File: src/rtl/fetch_queue.sv
// fetch_queue: instruction-fetch stage that sits directly after the program counter.
//
// Each cycle in which it has credit, the block issues a read to a synchronous
// instruction memory with one cycle of read latency. It captures the returned word
// together with its PC into a small FIFO. Decode takes entries from the head of the
// FIFO over a valid/ready handshake. A taken branch (flush) throws away everything
// that has been fetched but not yet consumed.
//
// Ports:
//   clk, reset      rising-edge clock; synchronous active-high reset
//   pc              current PC from the program counter
//   flush           taken branch/jump; drops queued and in-flight work
//   pc_stall        PC must hold this cycle (no fetch issued)
//   imem_addr       instruction-memory address (= pc)
//   imem_req        read request this cycle
//   imem_rdata      read data, valid the cycle after imem_req
//   instr, instr_pc head-of-queue instruction and its PC
//   instr_valid     head entry valid
//   instr_ready     decode accepts the head this cycle
//
// Optional: define FETCH_PERF_EN to add the saturating counters perf_stall_cnt
// and perf_flush_cnt.
module fetch_queue #(
    parameter int unsigned WIDTH = 32,
    parameter int unsigned DEPTH = 4,
    parameter int unsigned AW    = 2
) (
    input  logic             clk,
    input  logic             reset,
    input  logic [WIDTH-1:0] pc,
    input  logic             flush,
    output logic             pc_stall,
    output logic [WIDTH-1:0] imem_addr,
    output logic             imem_req,
    input  logic [WIDTH-1:0] imem_rdata,
    output logic [WIDTH-1:0] instr,
    output logic [WIDTH-1:0] instr_pc,
    output logic             instr_valid,
`ifdef FETCH_PERF_EN
    output logic [31:0]      perf_stall_cnt,
    output logic [31:0]      perf_flush_cnt,
`endif
    input  logic             instr_ready
);

    localparam logic [AW:0] DEPTH_W = (AW + 1)'(DEPTH);
    localparam logic [AW:0] ONE_W   = (AW + 1)'(1);

    logic [WIDTH-1:0] instr_mem [DEPTH];
    logic [WIDTH-1:0] pc_mem    [DEPTH];

    logic [AW-1:0]    wr_ptr_q, rd_ptr_q;
    logic [AW:0]      count_q, count_d;
    logic             inflight_q;
    logic [WIDTH-1:0] inflight_pc_q;
    logic [AW:0]      used;
    logic             enq, deq;

    // An in-flight request already owns a slot, so count it against the credit.
    assign used = count_q + {{AW{1'b0}}, inflight_q};

    always_comb begin
        imem_req    = !reset && !flush && (used < DEPTH_W);
        pc_stall    = !imem_req;
        imem_addr   = pc;
        instr_valid = (count_q != '0);
        instr       = instr_mem[rd_ptr_q];
        instr_pc    = pc_mem[rd_ptr_q];
        enq         = inflight_q && !flush;
        deq         = instr_valid && instr_ready;
    end

    always_comb begin
        count_d = count_q;
        if (enq && !deq) begin
            count_d = count_q + ONE_W;
        end else if (!enq && deq) begin
            count_d = count_q - ONE_W;
        end
        if (flush) begin
            count_d = '0;
        end
    end

    always_ff @(posedge clk) begin
        if (reset) begin
            wr_ptr_q      <= '0;
            rd_ptr_q      <= '0;
            count_q       <= '0;
            inflight_q    <= 1'b0;
            inflight_pc_q <= '0;
            for (int i = 0; i < int'(DEPTH); i++) begin
                instr_mem[i] <= '0;
                pc_mem[i]    <= '0;
            end
        end else begin
            inflight_q    <= imem_req;
            inflight_pc_q <= pc;
            count_q       <= count_d;
            if (flush) begin
                wr_ptr_q <= '0;
                rd_ptr_q <= '0;
            end else begin
                if (enq) begin
                    instr_mem[wr_ptr_q] <= imem_rdata;
                    pc_mem[wr_ptr_q]    <= inflight_pc_q;
                    wr_ptr_q            <= wr_ptr_q + 1'b1;
                end
                if (deq) begin
                    rd_ptr_q <= rd_ptr_q + 1'b1;
                end
            end
        end
    end

`ifdef FETCH_PERF_EN
    always_ff @(posedge clk) begin
        if (reset) begin
            perf_stall_cnt <= '0;
            perf_flush_cnt <= '0;
        end else begin
            if (pc_stall && (perf_stall_cnt != 32'hFFFF_FFFF)) begin
                perf_stall_cnt <= perf_stall_cnt + 32'd1;
            end
            if (flush && (perf_flush_cnt != 32'hFFFF_FFFF)) begin
                perf_flush_cnt <= perf_flush_cnt + 32'd1;
            end
        end
    end
`endif

endmodule

File: config.mk
export PLATFORM = sky130hd
export DESIGN_NAME = fetch_queue
export DESIGN_NICKNAME = d
export VERILOG_FILES = /design/src/rtl/fetch_queue.sv
export SDC_FILE = /design/constraint.sdc
export NUM_CORES = 1
export LEC_CHECK = 0
export ABC_CLOCK_PERIOD_IN_PS = 3900
export BUFFER_PORTS_ARGS = -buffer_cell sky130_fd_sc_hd__buf_4
export CAP_MARGIN = 20
export CORE_MARGIN = 4
export CORE_UTILIZATION = 40
export DETAILED_ROUTE_END_ITERATION = 8
export GPL_ROUTABILITY_DRIVEN = 0
export SETUP_SLACK_MARGIN = 0.05
export SLEW_MARGIN = 20
export SYNTH_ARGS = -nofsm -noshare
export SYNTH_HDL_FRONTEND = slang
export SYNTH_SLANG_ARGS = --single-unit
File: constraint.sdc
create_clock -name clk -period 3.9 [get_ports clk]
set_input_delay 0.78 -clock clk [delete_from_list [all_inputs] [get_ports clk]]
set_output_delay 0.78 -clock clk [all_outputs]
set_load 0.01 [all_outputs]
==> results.ini, run 1 <==
[critical_path]
crit_cells=3
path_max_fanout=21
critical-path-top-delay-family=flip-flops
crit_path_start_kind=flip-flop
regToRegStartpoint=inflight_q
critPathSlowestCell=dfxtp_4
r2r_end=count_q[2]
max_stage_delay_ns=0.68
worst-path-buf-inv=2
cp_cell_sequence=buf_4 > mux4_2 > buf_4
critPathCapture=instr_pc[15]
required_ns=3.12
crit_top_cell=buf_4
ff2ff_path_depth=7
worstSetupPathType=flip-flop to output pin
end_kind=output pin
r2r_slack_ns=1.81
critical_path_arrival_ns=2.30

[yosys]
synth_xor_area_share_pct=0.489
synth_area_sq_mm=0.0125
ys_seq_elements=298
synth_top_family_by_area=simple AND/OR/NAND/NOR gates
synth_compound_area_share_pct=0.479
synth-simple-area-share_pct=15.4
avgSynthCellArea_sq_um=16.1
syn_inst=778
yosys.cell_types.count=31
synthesis.nets=848
ys_seq_area_share_pct=68.0
synthAdderAreaFrac_pct=0.259
yosys_warnings=0
synthMuxAreaShare_pct=11.6

[sta]
final_hold_viol_count=0
clock_skew_ns=0.0196
period_minus_slack_ns=3.08
rsz0062_at_grt=false
final.setup.tns_ns=0
postLayoutSetupSlackWorst_ns=0.819
period_share_pct=79.0
relSlewSlack_pct=47.4
setup_violations=0
worstMarginPinSlew_ns=0.789
fmax_mhz=325
drv_slew=0

[clocking]
ctsLongestPathBuffers=3
clk_pin_slew_ns=0.06
cts_tree=yes
cts.sinks=298
h-tree-depth=2
cts-root-buf=clkbuf_16
clk-insertion-delay-late_ns=0.50
postCtsResizedCells=0
numCtsBuffers=34
postCtsSetupBuffers=0
hold_buffers=0

[final_layout]
fin_nets=979
diodes=0
fill_cells=2616
fin_util_pct=49.3
drive_above_1_share_pct=32.2
syn_to_final_growth_pct=20.8

[floorplan]
die_y_microns=185
start_util_pct=40.8
die_w_microns=185
ios=167
die_area_sq_mm=0.0343
num_rows=64
core-area_sq_mm=0.0307

[place]
io_buffer_count=166
hpwl_microns=15500
place_ws_ns=1.10

[drt]
vias=6673
drt_wl_total_microns=27200
drc=0
wl_per_cell_microns=20.4
first_pass_iters=4
detail-route-antenna-nets=0
drt-initial-drc-count=386
drt-vias-per-instance=5.02

[power_and_ir_drop]
peakVddDrop_uv=239
p_leak_nw=5.93
powerDensity_mw_per_mm2=472

[status]
status=finished clean

[grt]
grt_pass1_wl_microns=42300
grt_remaining_overflow=0
grt_use_total_pct=16.1
grt_pass1_vias=7182
grt_max_degree=119
antenna_found_initial=0

[worst_hold_path]
holdCritPathClass=input port to flip-flop

[job]
maxCapViolCount=0

-- worst min-delay path by stage --
stage                     slack, ns  depth (start not counted)   startpoint                end
after floorplan                0.48                          2  rd_ptr_q[1]          flip-flop
after global placement         0.51                          2  rd_ptr_q[1]          flip-flop
after detailed placement       0.51                          2  rd_ptr_q[1]          flip-flop
after CTS                      0.49                          2       pc[20]  inflight_pc_q[20]
after global routing           0.50                          2       pc[20]  inflight_pc_q[20]
final                          0.50                          2       pc[14]  inflight_pc_q[14]
-- cells in the final DEF (no fill, tap or decap), types with 3 or more instances in the layout --
cell type and instances:
a31o_4 3, and2_1 194, and3_1 64, buf_12 8, buf_4 172, clkbuf_1 6, clkbuf_16 35, clkbuf_8 3
clkinv_1 10, dfxtp_1 40, edfxtp_1 256, inv_1 3, mux4_2 64, nor2_1 8, nor2b_1 32, xor2_1 5
-- routing by layer --
layer	global-route usage (%)	wire length, microns	vias to the layer above
met4	3.88	511	0
met3	3.08	1370	37
met2	26.4	13200	169
met1	22.4	12100	3365
li1	-	-	3102
met5	0	0	-
-- cells in the mapped netlist, drive strengths merged --
master | instances | area share [%]
a21o | 1 | 0.060
a21oi | 1 | 0.040
a31o | 3 | 0.21
and2 | 194 | 9.7
and2b | 1 | 0.060
and3 | 64 | 3.2
buf | 42 | 2.3
clkbuf | 43 | 1.4
dfxtp | 42 | 6.7
edfxtp | 256 | 61
fa | 1 | 0.16
ha | 1 | 0.10
inv | 3 | 0.090
mux2i | 1 | 0.080
mux4 | 64 | 11
nand2 | 2 | 0.060
nand3 | 1 | 0.040
nor2 | 9 | 0.27
nor2b | 33 | 1.6
nor3 | 2 | 0.26
o21ai | 1 | 0.040
o311ai | 1 | 0.070
o31ai | 1 | 0.060
or2 | 1 | 0.050
or3 | 2 | 0.10
or3b | 1 | 0.090
xnor2 | 2 | 0.14
xor2 | 5 | 0.35
-- cell families (layout without fill, tap and decap cells) --
logic type | count (synthesis) | after routing
compound gates | 8 | 8
simple gates | 310 | 310
mux | 65 | 65
flops | 298 | 298
xor+xnor | 7 | 7
fa+ha+maj | 2 | 2
buf+inv | 88 | 244
-- per-stage QoR --
step	hold slack, ns	cell area [sq um]	cells	power (mW)
after floorplan	0.485	12500	778	3.93
after global placement	0.505	14100	1269	4.18
after detailed placement	0.512	14100	1269	4.18
after CTS	0.489	15200	1330	7.24
after global routing	0.497	15200	1330	7.42
final	0.505	15200	1330	7.15
-- power breakdown --
| group | internal, mW | switching, mW |
|---|---|---|
| clock network | 1.83 | 1.22 |
| logic | 0.225 | 0.238 |
| registers | 3.59 | 0.0495 |
| total | 5.64 | 1.51 |
-- cell type report --
class                           count  area, sq um  area share (%)
Clock inverter                     17          133           0.875
Tap cell                          396          495            3.27
Timing Repair Buffer              180         1450            9.58
Sequential cell                   298         8540            56.3
Multi-Input combinational cell    392         3590            23.7
Inverter                            3         11.3          0.0743
Clock buffer                       44          940            6.20
-- flip-flops by register name, indices dropped and copies added (netlist names), named ones only --
| register | count |
|---|---|
| count_q | 3 |
| inflight_pc_q | 32 |
| inflight_q | 1 |
| instr_mem | 128 |
| pc_mem | 128 |
| rd_ptr_q | 2 |
| wr_ptr_q | 2 |
-- worst reg2reg max path: stages, from the launching register on --
cell and delay, ns:
dfxtp_1 0.42, and2b_1 0.33, ha_1 0.24, inv_1 0.06
fa_1 0.37, xor2_1 0.16, or3_1 0.31, a21oi_1 0.14
Note: power is estimated with default switching activity, not from simulation.
==> run 2: changes to the inputs <==
--- a/config.mk
+++ b/config.mk
@@ -5,7 +5,7 @@
 export SDC_FILE = /design/constraint.sdc
 export NUM_CORES = 1
 export LEC_CHECK = 0
-export ABC_CLOCK_PERIOD_IN_PS = 3900
+export ABC_CLOCK_PERIOD_IN_PS = 2500
 export BUFFER_PORTS_ARGS = -buffer_cell sky130_fd_sc_hd__buf_4
 export CAP_MARGIN = 20
 export CORE_MARGIN = 4
==> constraint.sdc (replaced) <==
create_clock -name clk -period 2.5 [get_ports clk]
set_input_delay 0.5 -clock clk [delete_from_list [all_inputs] [get_ports clk]]
set_output_delay 0.5 -clock clk [all_outputs]
set_load 0.01 [all_outputs]
==> results.ini, run 2 (synthesized netlist as in run 1, its figures left out) <==
[critical_path]
critPathSlowestCell=mux4_2
cp_cell_sequence=bufbuf_16 > mux4_2 > buf_4
end_kind=output pin
critical_path_arrival_ns=1.96  ; -0.34 ns
required_ns=2.00  ; -1.12 ns
path_max_fanout=8  ; -62%
max_stage_delay_ns=0.53  ; -0.15 ns
crit_path_start_kind=flip-flop
worstSetupPathType=flip-flop to output pin

[place]
dp.cells=1280  ; +0.87%
io_buffer_count=166  ; unchanged
place_ws_ns=0.358  ; -0.741 ns
hpwl_microns=15700  ; +1.4%
dpl_cell_area_sq_mm=0.0142  ; +1.1%

[power_and_ir_drop]
powerDensity_mw_per_mm2=711  ; +51%
peakVddDrop_uv=482  ; +100%
p_leak_nw=6.15  ; +3.8%

[floorplan]
die_y_microns=185  ; unchanged
num_rows=64  ; unchanged
start_util_pct=40.8  ; unchanged
die_area_sq_mm=0.0343  ; unchanged
ios=167  ; unchanged
core-area_sq_mm=0.0307  ; unchanged
die_w_microns=185  ; unchanged

[final_layout]
drive_above_1_share_pct=34.3  ; +2.1 points
top_regs=instr_mem x128, pc_mem x128, inflight_pc_q x32
fin_nets=998  ; +1.9%
seqCellArea_sq_mm=0.00854  ; unchanged
fin_util_pct=51.0  ; +1.7 points
final_cell_mix=edfxtp_1, and2_1, buf_4, mux4_2, and3_1
syn_to_final_growth_pct=25.0
fill_cells=2599  ; -0.65%
fin_cells=1348  ; +1.4%
final_common_cell=edfxtp_1
multi_input_area_sq_mm=0.00359  ; unchanged
diodes=0  ; unchanged
final_area_sq_mm=0.0157  ; +3.5%

[grt]
grt_pass1_wl_microns=42200  ; -0.26%
grt_remaining_overflow=0  ; unchanged
grt_use_total_pct=16.1  ; -0.026 points
grt_max_degree=71  ; -40%
antenna_found_initial=0  ; unchanged
grt_pass1_vias=7255  ; +1.0%

[job]
maxCapViolCount=0  ; unchanged

[sta]
postLayoutSetupSlackWorst_ns=0.0445  ; -0.774 ns
relSlewSlack_pct=69.8  ; +22 points
clock_skew_ns=0.0105  ; -0.00916 ns
period_minus_slack_ns=2.46
worstMarginPinSlew_ns=0.448  ; -0.341 ns
period_share_pct=98.2
final_hold_viol_count=0  ; unchanged
rsz0062_at_grt=true
drv_slew=0  ; unchanged
setup_violations=0  ; unchanged
final.setup.tns_ns=0  ; unchanged
fmax_mhz=407

[clocking]
cts.sinks=298  ; unchanged
clk_pin_slew_ns=0.06  ; about the same
hold_buffers=0  ; unchanged
numCtsBuffers=31  ; -8.8%
cts_tree=yes
cts-root-buf=clkbuf_16
clk-insertion-delay-late_ns=0.54  ; +0.04 ns
ctsLongestPathBuffers=3  ; unchanged
h-tree-depth=1  ; -1

[drt]
drt-vias-per-instance=5.05  ; +0.66%
drc=0  ; unchanged
first_pass_iters=5  ; +1
detail-route-antenna-nets=0  ; unchanged
vias=6808  ; +2.0%
wl_per_cell_microns=20.8  ; +1.9%
drt_wl_total_microns=28100  ; +3.3%
drt-initial-drc-count=453  ; +17%

[status]
status=finished clean

[worst_hold_path]
holdCritPathClass=input port to flip-flop

## run 2: per-stage QoR
step	hold slack [ns]	power (mW)
floorplan	0.485	6.13
finish	0.172	11.1
detailed placement	0.529	6.54
CTS	0.146	11.3
global placement	0.514	6.52
global route	0.156	11.5
## run 2: path summary, 6_finish.rpt
kind	from	endpoint	slack (ns)	cells past startpoint
max	flip-flop	instr_pc[14]	0.04	3
min	pc[17]	inflight_pc_q[17]	0.17	2
max reg2reg	count_q[0]	count_q[2]	0.39	7
min reg2reg	rd_ptr_q[1]	rd_ptr_q[1]	0.54	2
## run 2: worst max-delay path, delay by kind of cell (launching register included)
family | cells | cell delay (ns)
mux | 1 | 0.53
flops | 1 | 0.40
buf+inv | 2 | 0.47
## run 2: area by class of cell
cell class                 instances  share of cell area (%)
inverter                           3                  0.0718
clock buffer                      38                    5.37
clock inverter                    19                    1.29
sequential                       298                    54.4
multi-input combinational        392                    22.9
timing repair buffer             202                    12.8
tap                              396                    3.16
## run 2: power breakdown
group          total [mW]  internal (mW)  switching (mW)  leakage, nW
logic               0.807          0.415           0.392         2.64
clock network        4.67           2.80            1.88        0.515
registers            5.67           5.59          0.0707         3.00
total                11.1           8.81            2.34         6.15
## run 2: timing repair
action,4_1_cts,5_1_grt
setup buffers,3,2
cloned,3,3
endpoints found under the hold margin,0,0
endpoints found under the setup margin,40,61
gates resized for setup,32,14
pin swaps,0,0
## run 2: metal layers
metal  up-vias  global-route usage [%]  routed length [microns]
li1       3131                       -                        -
met1      3458                    22.0                    12200
met2       184                    27.2                    14000
met3        35                    2.59                     1380
met4         0                    3.70                      495
met5         -                       0                        0
==> run 3: changes to the inputs <==
--- a/config.mk
+++ b/config.mk
@@ -8,10 +8,13 @@
 export ABC_CLOCK_PERIOD_IN_PS = 2500
 export BUFFER_PORTS_ARGS = -buffer_cell sky130_fd_sc_hd__buf_4
 export CAP_MARGIN = 20
+export CELL_PAD_IN_SITES_DETAIL_PLACEMENT = 1
+export CELL_PAD_IN_SITES_GLOBAL_PLACEMENT = 1
 export CORE_MARGIN = 4
 export CORE_UTILIZATION = 40
 export DETAILED_ROUTE_END_ITERATION = 8
 export GPL_ROUTABILITY_DRIVEN = 0
+export PLACE_DENSITY_LB_ADDON = 0.1
 export SETUP_SLACK_MARGIN = 0.05
 export SLEW_MARGIN = 20
 export SYNTH_ARGS = -nofsm -noshare
==> results.ini, run 3 (synthesized netlist as in run 1, its figures left out) <==
[status]
status=finished clean

[sta]
period_share_pct=95.5  ; -2.7 points
relSlewSlack_pct=44.5  ; -25 points
drv_slew=0  ; unchanged
final.setup.tns_ns=0  ; unchanged
postLayoutSetupSlackWorst_ns=0.113  ; +0.0681 ns
fmax_mhz=419  ; +2.9%
rsz0062_at_grt=true
worstMarginPinSlew_ns=0.832  ; +0.385 ns
clock_skew_ns=0.0148  ; +0.00434 ns
final_hold_viol_count=0  ; unchanged
period_minus_slack_ns=2.39  ; -0.0681 ns
setup_violations=0  ; unchanged

[floorplan]
die_y_microns=185  ; unchanged
ios=167  ; unchanged
die_area_sq_mm=0.0343  ; unchanged
start_util_pct=40.8  ; unchanged
num_rows=64  ; unchanged
die_w_microns=185  ; unchanged
core-area_sq_mm=0.0307  ; unchanged

[drt]
vias=6956  ; +2.2%
detail-route-antenna-nets=0  ; unchanged
drt_wl_total_microns=30200  ; +7.8%
drt-vias-per-instance=5.14  ; +1.9%
drc=0  ; unchanged
wl_per_cell_microns=22.4  ; +7.4%
drt-initial-drc-count=390  ; -14%
first_pass_iters=5  ; unchanged

[clocking]
numCtsBuffers=34  ; +9.7%
cts_tree=yes
ctsLongestPathBuffers=3  ; unchanged
hold_buffers=0  ; unchanged
clk_pin_slew_ns=0.06  ; about the same
cts.sinks=298  ; unchanged
cts-root-buf=clkbuf_16
clk-insertion-delay-late_ns=0.51  ; -0.03 ns
h-tree-depth=2  ; +1

[worst_hold_path]
holdCritPathClass=input port to flip-flop

[place]
hpwl_microns=16900  ; +7.3%
io_buffer_count=166  ; unchanged
place_ws_ns=0.319  ; -0.0389 ns

[final_layout]
diodes=0  ; unchanged
multi_input_area_sq_mm=0.00359  ; unchanged
fin_nets=1003  ; +0.50%
fill_cells=2933  ; +13%
top_regs=instr_mem x128, pc_mem x128, inflight_pc_q x32
final_common_cell=edfxtp_1
fin_util_pct=51.1  ; +0.12 points
final_cell_mix=edfxtp_1, and2_1, buf_4, mux4_2, and3_1
drive_above_1_share_pct=33.7  ; -0.67 points
seqCellArea_sq_mm=0.00854  ; unchanged
syn_to_final_growth_pct=25.3

[critical_path]
critPathSlowestCell=mux4_2
crit_path_start_kind=flip-flop
end_kind=output pin
required_ns=2.00  ; about the same
path_max_fanout=12  ; +4
worstSetupPathType=flip-flop to output pin
cp_cell_sequence=buf_4 > buf_16 > mux4_2 > buf_6
critical_path_arrival_ns=1.89  ; -0.07 ns
max_stage_delay_ns=0.57  ; +0.04 ns

[grt]
grt_pass1_vias=7721  ; +6.4%
grt_max_degree=95  ; +34%
grt_pass1_wl_microns=45200  ; +7.0%
antenna_found_initial=0  ; unchanged
grt_use_total_pct=17.3  ; +1.3 points
grt_remaining_overflow=0  ; unchanged

[job]
maxCapViolCount=0  ; unchanged

[power_and_ir_drop]
powerDensity_mw_per_mm2=712  ; +0.16%
p_leak_nw=6.16  ; +0.17%
peakVddDrop_uv=368  ; -24%
power_mw=11.2  ; +0.40%

-- run 3: changes by cell type in the layout (fill, tap and decap cells not counted), sizes merged --
cell | previous run | this run
clkbuf | 40 | 58
clkinv | 13 | 4
buf | 199 | 200
inv | 4 | 3
bufbuf | 1 | 0
clkinvlp | 1 | 0
bufinv | 4 | 1
-- run 3: worst paths after layout --
path	from	to	slack [ns]	cells after the start
worst max-delay path	flip-flop	instr_pc[27]	0.11	4
worst min register to register	rd_ptr_q[0]	rd_ptr_q[0]	0.56	2
worst max register to register	count_q[0]	count_q[2]	0.34	7
worst min-delay path	pc[8]	inflight_pc_q[8]	0.22	2
-- run 3: power by group --
group	leakage, nW	total (mW)	internal [mW]	switching (mW)
logic	2.65	0.828	0.423	0.404
clock network	0.509	4.69	2.84	1.86
registers	3.00	5.67	5.60	0.0725
total	6.16	11.2	8.86	2.33
-- run 3: stage by stage --
| step | cells | hold WS (ns) | cell area (sq um) |
|---|---|---|---|
| after floorplan | 778 | 0.485 | 12500 |
| after global placement | 1281 | 0.499 | 14300 |
| after detailed placement | 1281 | 0.513 | 14300 |
| after CTS | 1341 | 0.197 | 15500 |
| after global routing | 1352 | 0.217 | 15700 |
| final | 1352 | 0.222 | 15700 |
-- run 3: cell type report --
cell class	instances	area share, %
Tap cell	396	3.15
Multi-Input combinational cell	392	22.8
Timing Repair Buffer	204	13.0
Inverter	3	0.0716
Clock inverter	5	0.310
Clock buffer	54	6.36
Sequential cell	298	54.3
-- run 3: worst max-delay path: cells and delay by family (launching register included) --
kind                   cells  cell delay [ns]
flip-flops                 1             0.37
multiplexers               1             0.57
buffers and inverters      3             0.45
-- run 3: layer usage --
metal	global-route usage (%)	vias up	part of all wire, %
li1	-	3137	-
met1	23.6	3617	44
met2	29.7	171	50
met3	2.91	31	4.7
met4	3.49	0	1.3
met5	0	-	0
-- run 3: what timing repair did --
action / in CTS / in global routing
setup endpoints to repair: 64 / 64
gates resized for setup: 41 / 1
cloned: 1 / 6
setup buffers: 0 / 5
